`src/rtl/cdc_pkg.sv`:
```
// Shared definitions for clock-domain-crossing receivers: default depth,
// a constant clog2 and the parameter-legality rule every CDC block uses.
`timescale 1ns/1ps
package cdc_pkg;

  localparam int DEFAULT_STAGES = 2;
  localparam int MIN_STAGES     = 2;
  localparam int MIN_FILTER     = 1;

  // Ceiling log2, usable in constant expressions; clog2(1) == 0.
  function automatic int clog2(input int value);
    int result;
    result = 0;
    for (int i = 0; i < 31; i++) begin
      if ((32'd1 << i) < value) begin
        result = i + 1;
      end
    end
    return result;
  endfunction

  function automatic bit params_legal(input int stages, input int filter);
    return (stages >= MIN_STAGES) && (filter >= MIN_FILTER);
  endfunction

endpackage

```
`src/rtl/sync_filter_chan.sv`:
```
// One receiving channel: synchronizer chain, persistence filter, filtered
// level flop and registered rise/fall pulses, plus a reject indication.
`timescale 1ns/1ps
module sync_filter_chan
  import cdc_pkg::*;
#(
  parameter int   STAGES    = DEFAULT_STAGES,
  parameter int   FILTER    = 4,
  parameter logic RESET_VAL = 1'b0
) (
  input  logic clk_B,
  input  logic reset,
  input  logic in_level,
  output logic b,
  output logic rise,
  output logic fall,
  output logic sync_mon,
  output logic reject
);

  // A one-cycle filter still needs a one-bit counter to keep the types legal.
  localparam int              CNT_W    = (FILTER > 1) ? clog2(FILTER) : 1;
  localparam logic [CNT_W-1:0] CNT_LAST = CNT_W'(FILTER - 1);
  localparam logic [CNT_W-1:0] CNT_ONE  = CNT_W'(1);

  (* ASYNC_REG = "TRUE" *) logic [STAGES-1:0] sync_reg;

  logic [CNT_W-1:0] cnt_reg;
  logic             b_reg;
  logic             rise_reg;
  logic             fall_reg;
  logic             sync_last;
  logic             differ;
  logic             update;

  always_ff @(posedge clk_B) begin
    if (reset) begin
      sync_reg <= {STAGES{RESET_VAL}};
    end else begin
      sync_reg <= {sync_reg[STAGES-2:0], in_level};
    end
  end

  assign sync_last = sync_reg[STAGES-1];
  assign differ    = sync_last ^ b_reg;
  assign update    = differ && (cnt_reg == CNT_LAST);
  // Returning to the held level with a partial count means an excursion died.
  assign reject    = !differ && (cnt_reg != '0);

  always_ff @(posedge clk_B) begin
    if (reset) begin
      cnt_reg  <= '0;
      b_reg    <= RESET_VAL;
      rise_reg <= 1'b0;
      fall_reg <= 1'b0;
    end else begin
      rise_reg <= update & sync_last;
      fall_reg <= update & ~sync_last;
      if (update) begin
        b_reg   <= sync_last;
        cnt_reg <= '0;
      end else if (differ) begin
        cnt_reg <= cnt_reg + CNT_ONE;
      end else begin
        cnt_reg <= '0;
      end
    end
  end

  assign b        = b_reg;
  assign rise     = rise_reg;
  assign fall     = fall_reg;
  assign sync_mon = sync_last;

endmodule

```
`src/rtl/sync_filter_bank.sv`:
```
// Bank of WIDTH independent synchronize-and-deglitch channels with a shared
// saturating counter of clock edges on which any channel rejected a glitch.
`timescale 1ns/1ps
module sync_filter_bank
  import cdc_pkg::*;
#(
  parameter int   WIDTH     = 4,
  parameter int   STAGES    = DEFAULT_STAGES,
  parameter int   FILTER    = 4,
  parameter logic RESET_VAL = 1'b0,
  parameter int   GLITCH_W  = 8
) (
  input  logic                clk_B,
  input  logic                reset,
  input  logic [WIDTH-1:0]    IN,
  input  logic                glitch_clr,
  output logic [WIDTH-1:0]    B,
  output logic [WIDTH-1:0]    rise,
  output logic [WIDTH-1:0]    fall,
  output logic [WIDTH-1:0]    sync_mon,
  output logic [GLITCH_W-1:0] glitch_cnt
);

  localparam logic [GLITCH_W-1:0] GLITCH_MAX = '1;
  localparam logic [GLITCH_W-1:0] GLITCH_ONE = GLITCH_W'(1);

  if (!params_legal(STAGES, FILTER)) begin : g_param_check
    $error("sync_filter_bank: STAGES must be >= 2 and FILTER must be >= 1");
  end

  logic [WIDTH-1:0]    reject_vec;
  logic [GLITCH_W-1:0] glitch_cnt_reg;

  for (genvar gi = 0; gi < WIDTH; gi++) begin : g_chan
    sync_filter_chan #(
      .STAGES    (STAGES),
      .FILTER    (FILTER),
      .RESET_VAL (RESET_VAL)
    ) u_chan (
      .clk_B    (clk_B),
      .reset    (reset),
      .in_level (IN[gi]),
      .b        (B[gi]),
      .rise     (rise[gi]),
      .fall     (fall[gi]),
      .sync_mon (sync_mon[gi]),
      .reject   (reject_vec[gi])
    );
  end

  // Clear beats a coincident reject; the count sticks at all-ones.
  always_ff @(posedge clk_B) begin
    if (reset || glitch_clr) begin
      glitch_cnt_reg <= '0;
    end else if ((|reject_vec) && (glitch_cnt_reg != GLITCH_MAX)) begin
      glitch_cnt_reg <= glitch_cnt_reg + GLITCH_ONE;
    end
  end

  assign glitch_cnt = glitch_cnt_reg;

endmodule

```
`config.mk`:
```
export PLATFORM = sky130hd
export DESIGN_NAME = sync_filter_bank
export DESIGN_NICKNAME = d
export VERILOG_FILES = /design/src/rtl/cdc_pkg.sv /design/src/rtl/sync_filter_chan.sv /design/src/rtl/sync_filter_bank.sv
export SDC_FILE = /design/constraint.sdc
export NUM_CORES = 1
export LEC_CHECK = 0
export BUFFER_PORTS_ARGS = -buffer_cell sky130_fd_sc_hd__buf_2
export CORE_MARGIN = 2
export CORE_UTILIZATION = 56
export CTS_BUF_LIST = sky130_fd_sc_hd__clkbuf_8
export DETAILED_ROUTE_END_ITERATION = 10
export PLACE_DENSITY_LB_ADDON = 0.12
export SETUP_SLACK_MARGIN = 0.1
export SKIP_LAST_GASP = 1
export SLEW_MARGIN = 20
export SYNTH_ARGS = -nofsm -noshare
export SYNTH_HDL_FRONTEND = slang
export SYNTH_SLANG_ARGS = --single-unit
```
`constraint.sdc`:
```
create_clock -name clk_B -period 2 [get_ports clk_B]
set_input_delay 0.2 -clock clk_B [delete_from_list [all_inputs] [get_ports clk_B]]
set_output_delay 0.2 -clock clk_B [all_outputs]
set_load 0.01 [all_outputs]
```
==> metrics.csv, run 1 <==
metric;value;unit
synth-seq-area-share;0.465;
synth_top_area_frac;0.465;
netlist_area;0.00155;mm^2
switching_share;0.221;
syn_inst;154;
postPlaceCellArea;0.00160;mm^2
routedWlPerCell;11.7;um
hold_violations;0;
leakage;0.740;nW
worstPathArrival;1.83;ns
die_h;56.6;um
final_common_cell;dfxtp_1;
clock-sinks;36;
slew_viol_final;0;
num_antenna_cells;0;
crit_path_max_incr_delay;0.48;ns
postCtsSetupBuffers;0;
grt_pass1_vias;904;
globalRouteTotalUtil;0.164;
grt_pass1_wl;3930;um
required;2.23;ns
viasPerCell;5.30;
seq_power_share;0.583;
final_antenna_net_count;0;
final_cell_mix;dfxtp_1 (36), buf_2 (30), inv_1 (14), ha_1 (9);
period_share;0.800;
hold_class;input pin to register;
pre_cts_ws;0.408;ns
ctsResizeCount;0;
die_w;56.6;um
clkPwrFrac;0.371;
synth_warnings;0;
yosys.cell_types.count;33;
async_flop_share;0;
power.density;753;mW/mm^2
row_count;19;
skew;0.00343;ns
die_area;0.00320;mm^2
globalplace.congestion;0.673;
firstDrtPassIters;4;
setup_tns;0;ns
ios;31;
placedCellCount;195;
outcome;completed;
synth_top_area_cell;dfxtp_1;
fin_crit;1.60;ns
avgSynthCellArea;10.1;um^2
grt_overflow;0;
numCtsBuffers;5;
cts_tree;yes;
synth_flop_cell;dfxtp_1;
area_growth;8.24;%
drive_above_1_share;0.246;
worst_hold_slack;0.124;ns
io_buffers;30;
slew_headroom;0.743;
hpwl;1640;um
cpMaxStageDelayCell;or4_1;
fin_cells;202;
switching_power;0.279;mW
core;0.00269;mm^2
grt_start_max_net_pins;30;
timing.fmax;625;MHz
synth_edf_count;0;
rsz0062_at_grt;false;
clk_path_buf_depth;2;
worstPathCellList;xnor2_1, a22o_2, o21ai_2, or4_1, nand2_1;
worstSetupPathType;register to register;
cp-start-kind;register;
synth_seq_cells;36;
p_comb_frac;0.047;
path_buf_inv;0;
worstMarginPinSlew;0.384;ns
drt_iter0_markers;35;
setup_slack;0.400;ns
synth.area.top_cells;dfxtp_1 (47%), buf_4 (7.8%), ha_1 (7.3%), nor4bb_1 (4.5%), nor2b_1 (3.2%);
cts-root-buf;clkbuf_8;
antenna_found_initial;0;
syn-num-nets;170;
nets;187;
insertion_delay;0.28;ns
setup_viol;0;
critPathMaxFanout;11;
finalInstanceArea;0.00168;mm^2
maxCapViolations;0;
cpLargestDelayFamily;simple AND/OR/NAND/NOR gates;
setup.worst_path.end_class;register;
drt_wl_total;2370;um
drc;0;
cts_max_level;2;
clk_pin_slew;0.07;ns
start_util;0.577;
vias;1071;
power.internal;0.985;mW
peakVddDrop;0.609;mV
ctsHoldBuffers;0;
-- synthesized netlist by cell type (all sizes together), types with 4 or more instances --
cell / instances
nor4bb: 7
ha: 9
nor2b: 8
dfxtp: 36
nand2: 4
nand3: 4
inv: 13
nor4b: 5
xnor2: 4
nor4: 4
nor2: 8
o21ai: 5
buf: 19
mux2i: 4
-- power groups by stage --
stage / clock network [mW] / logic (mW) / registers (mW)
after floorplan: 0 / 0.0497 / 0.751
after global placement: 0 / 0.0580 / 0.752
after detailed placement: 0 / 0.0597 / 0.752
after CTS: 0.483 / 0.0596 / 0.736
after global routing: 0.507 / 0.0672 / 0.737
final: 0.468 / 0.0590 / 0.736
-- per-stage QoR --
step / power, mW / util
global route: 1.31 / 0.624
CTS: 1.28 / 0.624
global placement: 0.810 / 0.595
detailed placement: 0.812 / 0.595
floorplan: 0.801 / -
finish: 1.26 / 0.624
-- final cells by class --
type                            count  area (um^2)
Sequential cell                    36          721
Inverter                           13         48.8
Clock buffer                        5         68.8
Multi-Input combinational cell     84          633
Clock inverter                      2         8.76
Timing Repair Buffer               31          158
Tap cell                           31         38.8
Fill cell                         238         1010
-- worst paths after layout --
check	from	slack, ns	depth (start not counted)	end
worst min register to register	g_chan[1].u_chan.sync_reg[0]	0.43	1	g_chan[1].u_chan.sync_reg[1]
worst min-delay path	IN[0]	0.12	2	g_chan[0].u_chan.sync_reg[0]
worst max-delay path	g_chan[2].u_chan.b	0.40	5	glitch_cnt[3]
worst max register to register	g_chan[2].u_chan.b	0.40	5	glitch_cnt[3]
-- metal layers --
metal	GRT usage	share of wire	vias to the layer above
met1	0.192	0.45	491
met5	0	0	-
met4	0.0918	0.021	0
met2	0.251	0.48	21
met3	0.0691	0.049	6
li1	-	-	553
-- cells by family (layout without fill, tap and decap cells) --
logic type,Yosys count,in the layout,synth area share
muxes,4,4,0.0258
adders and majority gates,9,9,0.0727
xor gates and xnor gates,5,5,0.0283
and+or+nand+nor,52,52,0.220
DFF,36,36,0.465
AOI/OAI and AO/OA,14,14,0.0622
buffers and inverters,34,51,0.126
Power figures use the tool's default switching activity.
==> run 2: changes to the inputs <==
--- a/config.mk
+++ b/config.mk
@@ -5,6 +5,7 @@
 export SDC_FILE = /design/constraint.sdc
 export NUM_CORES = 1
 export LEC_CHECK = 0
+export ABC_AREA = 1
 export BUFFER_PORTS_ARGS = -buffer_cell sky130_fd_sc_hd__buf_2
 export CORE_MARGIN = 2
 export CORE_UTILIZATION = 56
==> constraint.sdc (replaced) <==
create_clock -name clk_B -period 1.5 [get_ports clk_B]
set_input_delay 0.15 -clock clk_B [delete_from_list [all_inputs] [get_ports clk_B]]
set_output_delay 0.15 -clock clk_B [all_outputs]
set_load 0.01 [all_outputs]
==> run 2 against run 1 <==
  * Combinational power grew 71%
  * Flip-flop and latch count unchanged
  * Sequential power rose by 34%
  * Clock power grew 43%
  * Utilization rose by 4.6 points
  * Design area rose by 10%
  * Critical path type unchanged
  * Largest cell class unchanged
  * Largest power group unchanged
  * Highest routed layer unchanged
==> metrics.csv, run 2 <==
metric;value;unit;change
vias;1279;;was 1071
area_growth;13.5;%;was 8.24%
globalplace.congestion;0.788;;was 0.673
ys_top_cells_by_count;nor2_1 (40), dfxtp_1 (36), inv_1 (36), nand2_1 (36), buf_4 (16);;was dfxtp_1 (36), buf_4 (16), inv_1 (13)
synth-seq-area-share;0.443;;was 0.465
slew_viol_final;0;;unchanged
numCtsBuffers;5;;unchanged
grt_overflow;0;;unchanged
hold_violations;0;;unchanged
yosys.cell_types.count;22;;was 33
slew_headroom;0.768;;was 0.743
synth_top_area_frac;0.443;;was 0.465
drt_iter0_markers;39;;was 35
hold_class;input pin to register;;unchanged
outcome;completed;;unchanged
ios;31;;unchanged
synth_edf_count;0;;unchanged
clk_path_buf_depth;2;;unchanged
setup.worst_path.end_class;register;;unchanged
skew;0.00639;ns;was 0.00343 ns
grt_pass1_wl;4450;um;was 3930 um
grt_pass1_vias;1160;;was 904
timing.fmax;755;MHz;was 625 MHz
syn-num-nets;230;;was 170
rsz0062_at_grt;false;;unchanged
synth_seq_cells;36;;unchanged
clk_pin_slew;0.07;ns;about the same
r2r_slack;0.18;ns;was 0.40 ns
syn_inst;214;;was 154
clock-sinks;36;;unchanged
synth.area.top_cells;dfxtp_1 (44%), nor2_1 (9.2%), inv_1 (8.3%), nand2_1 (8.3%), buf_4 (7.4%);;was dfxtp_1 (47%), buf_4 (7.8%), ha_1 (7.3%), nor4bb_1 (4.5%), nor2b_1 (3.2%)
netlist_area;0.00163;mm^2;was 0.00155 mm^2
period_share;0.883;;was 0.800
io_buffers;30;;unchanged
cp-startpoint;glitch_cnt[0];;was g_chan[2].u_chan.b
globalRouteTotalUtil;0.173;;was 0.164
drc;0;;unchanged
worstMarginPinSlew;0.347;ns;was 0.384 ns
worstHoldStart;IN[2];;was IN[0]
worstPathArrival;1.54;ns;was 1.83 ns
insertion_delay;0.28;ns;about the same
fin_crit;1.32;ns;was 1.60 ns
required;1.71;ns;was 2.23 ns
row_count;19;;unchanged
worstSetupPathType;register to register;;unchanged
nets;251;;was 187
hpwl;1970;um;was 1640 um
setup_viol;0;;unchanged
worst_hold_slack;0.0723;ns;was 0.124 ns
drive_above_1_share;0.288;;was 0.246
num_antenna_cells;0;;unchanged
setup_tns;0;ns;unchanged
routedWlPerCell;10.2;um;was 11.7 um
cts-root-buf;clkbuf_8;;unchanged
postPlaceCellArea;0.00168;mm^2;was 0.00160 mm^2
finalInstanceArea;0.00185;mm^2;was 0.00168 mm^2
p_total;1.76;mW;was 1.26 mW
synth.most_common_cell;nor2_1;;was dfxtp_1
ctsHoldBuffers;0;;unchanged
viasPerCell;4.79;;was 5.30
drt_wl_total;2730;um;was 2370 um
final_cell_mix;nor2_1 (36), inv_1 (35), nand2_1 (34), buf_2 (30), dfxtp_1 (27);;was dfxtp_1 (36), buf_2 (30), inv_1 (14), ha_1 (9)
avgSynthCellArea;7.60;um^2;was 10.1 um^2
peakVddDrop;0.739;mV;was 0.609 mV
async_flop_share;0;;unchanged
power.density;951;mW/mm^2;was 753 mW/mm^2
synth_top_area_cell;dfxtp_1;;unchanged
cts_tree;yes;;unchanged
cp-start-kind;register;;unchanged
die_area;0.00335;mm^2;was 0.00320 mm^2
firstDrtPassIters;4;;unchanged
critPathMaxFanout;5;;was 11
grt_start_max_net_pins;17;;was 30
maxCapViolations;0;;unchanged
reg2reg_from;glitch_cnt[0];;was g_chan[2].u_chan.b
die_w;57.9;um;was 56.6 um
final_antenna_net_count;0;;unchanged
final_common_cell;nor2_1;;was dfxtp_1
core;0.00276;mm^2;was 0.00269 mm^2
die_h;57.9;um;was 56.6 um
synth_flop_cell;dfxtp_1;;unchanged
antenna_found_initial;0;;unchanged
leakage;0.855;nW;was 0.740 nW
start_util;0.590;;was 0.577
synth_warnings;0;;unchanged
cts_max_level;2;;unchanged
## run 2: cell types whose count changed after synthesis, sizes merged, moves of 3 or more
cell / before / now
nor2: 8 / 44
nand2: 4 / 38
inv: 13 / 39
nor2b: 8 / 0
nor4bb: 7 / 0
nand3: 4 / 9
nor4b: 5 / 0
mux2i: 4 / 0
xnor2: 4 / 0
nand3b: 0 / 3
nor3: 0 / 3
## run 2: through the flow
step	setup slack [ns]	cells	util
after global routing	0.0468	267	0.670
final	0.176	267	0.670
after global placement	0.177	257	0.609
after CTS	0.116	265	0.642
after floorplan	0.192	214	-
after detailed placement	0.125	257	0.609
## run 2: cells by family (layout without fill, tap and decap cells)
logic type / Yosys count / in the layout / synth area share
XOR/XNOR: 1 / 1 / 0.00539
buffers and inverters: 58 / 80 / 0.175
AO/OA/AOI/OAI: 10 / 10 / 0.0308
flip-flops: 36 / 36 / 0.443
AND/OR/NAND/NOR: 100 / 100 / 0.276
adder cells (fa/ha/maj): 9 / 9 / 0.0692
## run 2: routing by layer
metal,vias up,wire (um),global-route usage
li1,671,-,-
met1,573,1180,0.182
met2,27,1370,0.320
met3,8,125,0.0513
met4,0,62,0.0698
met5,-,0,0
## run 2: worst max-delay path: stages (launching register included)
cell	delay (ns)
dfxtp_2	0.36
ha_1	0.19
nand2_2	0.09
nor2_4	0.14
buf_4	0.13
xor2_1	0.14
o21ai_1	0.08
a21oi_1	0.14
## run 2: what timing repair did
item / 4_1_cts / 5_1_grt
buffers inserted: 0 / 2
pin swaps: 0 / 8
endpoints found under the setup margin: 1 / 8
gates resized for setup: 1 / 23
## run 2: area by class of cell
cell class	count	area [um^2]
clock buffers	6	82.6
clock inverters	2	7.51
fillers	260	911
inverters	40	150
multi-input cells	120	671
flip-flops and latches	36	732
well taps	31	38.8
repair buffers	32	165
## run 2: power by group
| part | switching, mW | internal [mW] |
|---|---|---|
| Sequential | 0.0108 | 0.973 |
| Combinational | 0.0632 | 0.0379 |
| Clock | 0.311 | 0.361 |
| Total | 0.385 | 1.37 |
## run 2: final timing paths
path / depth (start not counted) / to
worst max-delay path: 7 / glitch_cnt[6]
worst min-delay path: 3 / g_chan[2].u_chan.sync_reg[0]
worst max register to register: 7 / glitch_cnt[6]
worst min register to register: 2 / g_chan[2].u_chan.sync_reg[1]
==> run 3: changes to the inputs <==
--- a/config.mk
+++ b/config.mk
@@ -6,7 +6,7 @@
 export NUM_CORES = 1
 export LEC_CHECK = 0
 export ABC_AREA = 1
-export BUFFER_PORTS_ARGS = -buffer_cell sky130_fd_sc_hd__buf_2
+export BUFFER_PORTS_ARGS = -buffer_cell sky130_fd_sc_hd__buf_4
 export CORE_MARGIN = 2
 export CORE_UTILIZATION = 56
 export CTS_BUF_LIST = sky130_fd_sc_hd__clkbuf_8
@@ -17,4 +17,5 @@
 export SLEW_MARGIN = 20
 export SYNTH_ARGS = -nofsm -noshare
 export SYNTH_HDL_FRONTEND = slang
+export SYNTH_HIERARCHICAL = 1
 export SYNTH_SLANG_ARGS = --single-unit
==> run 3 against run 2 <==
  * Fmax shrank 0.85%
  * Hold slack lost 0.0095 ns
  * Via count rose by 3.3%
  * Non-clock buffer count grew 3
  * Design area grew 10%
  * Combinational power rose by 25%
  * Worst setup slack worse by 0.011 ns
  * Critical endpoint is now glitch_cnt[0]
==> metrics.csv, run 3 <==
metric;value;unit;change
routedWlPerCell;10.7;um;was 10.2 um
core;0.00271;mm^2;was 0.00276 mm^2
synth_top_area_cell;dfxtp_1;;unchanged
synth.most_common_cell;nor2_1;;unchanged
slew_headroom;0.809;;was 0.768
synth_top_area_frac;0.458;;was 0.443
globalRouteTotalUtil;0.186;;was 0.173
cp-start-kind;register;;unchanged
antenna_found_initial;0;;unchanged
cpLargestDelayFamily;simple AND/OR/NAND/NOR gates;;was flip-flops
syn_inst;199;;was 214
worstSetupPathType;register to register;;unchanged
path_buf_inv;2;;was 1
globalplace.congestion;0.752;;was 0.788
drt_iter0_markers;45;;was 39
numCtsBuffers;5;;unchanged
grt_overflow;0;;unchanged
hold_class;input pin to register;;unchanged
syn-num-nets;215;;was 230
yosys.cell_types.count;21;;was 22
drt_wl_total;2910;um;was 2730 um
finalInstanceArea;0.00203;mm^2;was 0.00185 mm^2
worstPathCellList;ha_2, nand3_2, inv_2, nand3_4, nand2_2, inv_1, nor2_1, nor2_1;;was ha_1, nand2_2, nor2_4, buf_4, xor2_1, o21ai_1, a21oi_1
viasPerCell;4.84;;was 4.79
nets;258;;was 251
cpMaxStageDelayCell;dfxtp_2;;unchanged
async_flop_share;0;;unchanged
drc;0;;unchanged
crit_path_max_incr_delay;0.37;ns;was 0.36 ns
final_common_cell;nor2_1;;unchanged
worstPathArrival;1.52;ns;was 1.54 ns
outcome;completed;;unchanged
postPlaceCellArea;0.00184;mm^2;was 0.00168 mm^2
hold_violations;0;;unchanged
grt_start_max_net_pins;26;;was 17
firstDrtPassIters;4;;unchanged
clock-sinks;36;;unchanged
period_share;0.890;;was 0.883
die_area;0.00325;mm^2;was 0.00335 mm^2
grt_pass1_vias;1145;;was 1160
cts_max_level;2;;unchanged
vias;1321;;was 1279
critPathMaxFanout;8;;was 5
die_w;57.0;um;was 57.9 um
final_antenna_net_count;0;;unchanged
rsz0062_at_grt;true;;was false
ios;31;;unchanged
clk_path_buf_depth;2;;unchanged
n_fill_cell;213;;was 260
io_buffers;30;;unchanged
clk_pin_slew;0.07;ns;about the same
netlist_area;0.00157;mm^2;was 0.00163 mm^2
worstMarginPinSlew;0.286;ns;was 0.347 ns
ys_top_cells_by_count;nor2_1 (43), dfxtp_1 (36), inv_1 (36);;was nor2_1 (40), dfxtp_1 (36), inv_1 (36), nand2_1 (36), buf_4 (16)
setup.worst_path.end_class;register;;unchanged
avgSynthCellArea;7.90;um^2;was 7.60 um^2
hpwl;2060;um;was 1970 um
start_util;0.580;;was 0.590
skew;0.00688;ns;was 0.00639 ns
num_antenna_cells;0;;unchanged
area_growth;29.1;%;was 13.5%
cts_tree;yes;;unchanged
synth.area.top_cells;dfxtp_1 (46%), nor2_1 (10%), inv_1 (8.6%), ha_1 (7.2%), nand3_1 (4.1%);;was dfxtp_1 (44%), nor2_1 (9.2%), inv_1 (8.3%), nand2_1 (8.3%), buf_4 (7.4%)
power.density;913;mW/mm^2;was 951 mW/mm^2
synth_edf_count;0;;unchanged
leakage;0.906;nW;was 0.855 nW
ctsHoldBuffers;0;;unchanged
synth-seq-area-share;0.458;;was 0.443
setup_viol;0;;unchanged
required;1.69;ns;was 1.71 ns
maxCapViolations;0;;unchanged
cts-root-buf;clkbuf_8;;unchanged
synth_seq_cells;36;;unchanged
synth_flop_cell;dfxtp_1;;unchanged
slew_viol_final;0;;unchanged
final_cell_mix;nor2_1 (43), inv_1 (35), buf_4 (35), dfxtp_1 (23), nand2_1 (15);;was nor2_1 (36), inv_1 (35), nand2_1 (34), buf_2 (30), dfxtp_1 (27)
peakVddDrop;1.07;mV;was 0.739 mV
fin_crit;1.34;ns;was 1.32 ns
timing.fmax;749;MHz;was 755 MHz
insertion_delay;0.29;ns;was 0.28 ns
synth_warnings;6;;was 0
die_h;57.0;um;was 57.9 um
critical_path.most_common_cell;nor2_1;;
grt_pass1_wl;4650;um;was 4450 um
row_count;19;;unchanged
setup_tns;0;ns;unchanged
drive_above_1_share;0.380;;was 0.288
==> run 3: changes by cell type after synthesis, sizes merged, moves of 3 or more <==
cell	previous run	this run
nor2	44	52
buf	17	0
a21oi	4	8
nand2	38	23
nor4	3	0
o21ai	6	1
nand4	0	3
nand3	9	19
==> run 3: worst paths after layout <==
kind | startpoint | end | slack, ns | depth (start not counted)
max | glitch_cnt[0] | glitch_cnt[0] | 0.16 | 8
min | IN[2] | g_chan[2].u_chan/sync_reg[0] | 0.06 | 3
max reg2reg | glitch_cnt[0] | glitch_cnt[0] | 0.16 | 8
min reg2reg | g_chan[1].u_chan/sync_reg[0] | g_chan[1].u_chan/sync_reg[1] | 0.39 | 2
==> run 3: cells by family (layout without fill, tap and decap cells) <==
kind of cell	Yosys count	in the layout	share of synthesized area
xor gates and xnor gates	1	1	0.00557
buffers and inverters	41	83	0.0979
AOI/OAI and AO/OA	9	9	0.0310
and+or+nand+nor	103	104	0.336
adders and majority gates	9	9	0.0716
DFF	36	36	0.458
==> run 3: final cells by class <==
type | instances | area [um^2] | area share
repair buffers | 35 | 263 | 0.129
clock buffers | 7 | 96.3 | 0.0474
multi-input cells | 123 | 742 | 0.365
inverters | 41 | 154 | 0.0758
well taps | 31 | 38.8 | 0.0191
flip-flops and latches | 36 | 737 | 0.363
==> run 3: metal layers <==
metal | GRT usage | vias to the layer above | share of wire
li1 | - | 692 | -
met4 | 0.0930 | 0 | 0.012
met3 | 0.0726 | 3 | 0.046
met5 | 0 | - | 0
met1 | 0.203 | 603 | 0.42
met2 | 0.314 | 23 | 0.52
==> run 3: worst reg2reg max path: cells and delay by family, from the launching register on <==
kind / cells / cell delay [ns]
fa+ha+maj: 1 / 0.21
flops: 1 / 0.37
simple gates: 5 / 0.49
buf+inv: 2 / 0.16
==> run 3: repair_timing <==
action                     in CTS  in global routing
setup buffers                   0                  5
cloned                          0                  1
resized for setup               5                 19
pin swaps                       0                  1
setup endpoints to repair       2                  7
==> run 3: per-stage QoR <==
| step | power [mW] | hold WS, ns | cells | setup WS [ns] | utilization |
|---|---|---|---|---|---|
| after global routing | 1.91 | 0.0636 | 273 | 0.0847 | 0.749 |
| after detailed placement | 1.11 | 0.363 | 260 | 0.0611 | 0.678 |
| after global placement | 1.11 | 0.347 | 260 | 0.112 | 0.678 |
| final | 1.85 | 0.0628 | 273 | 0.164 | 0.749 |
| after CTS | 1.86 | 0.0555 | 267 | 0.107 | 0.719 |
| after floorplan | 1.07 | 0.221 | 199 | 0.145 | - |
==> run 3: power breakdown <==
part	internal, mW	switching [mW]
registers	0.974	0.0127
clock network	0.409	0.332
logic	0.0567	0.0695
total	1.44	0.414
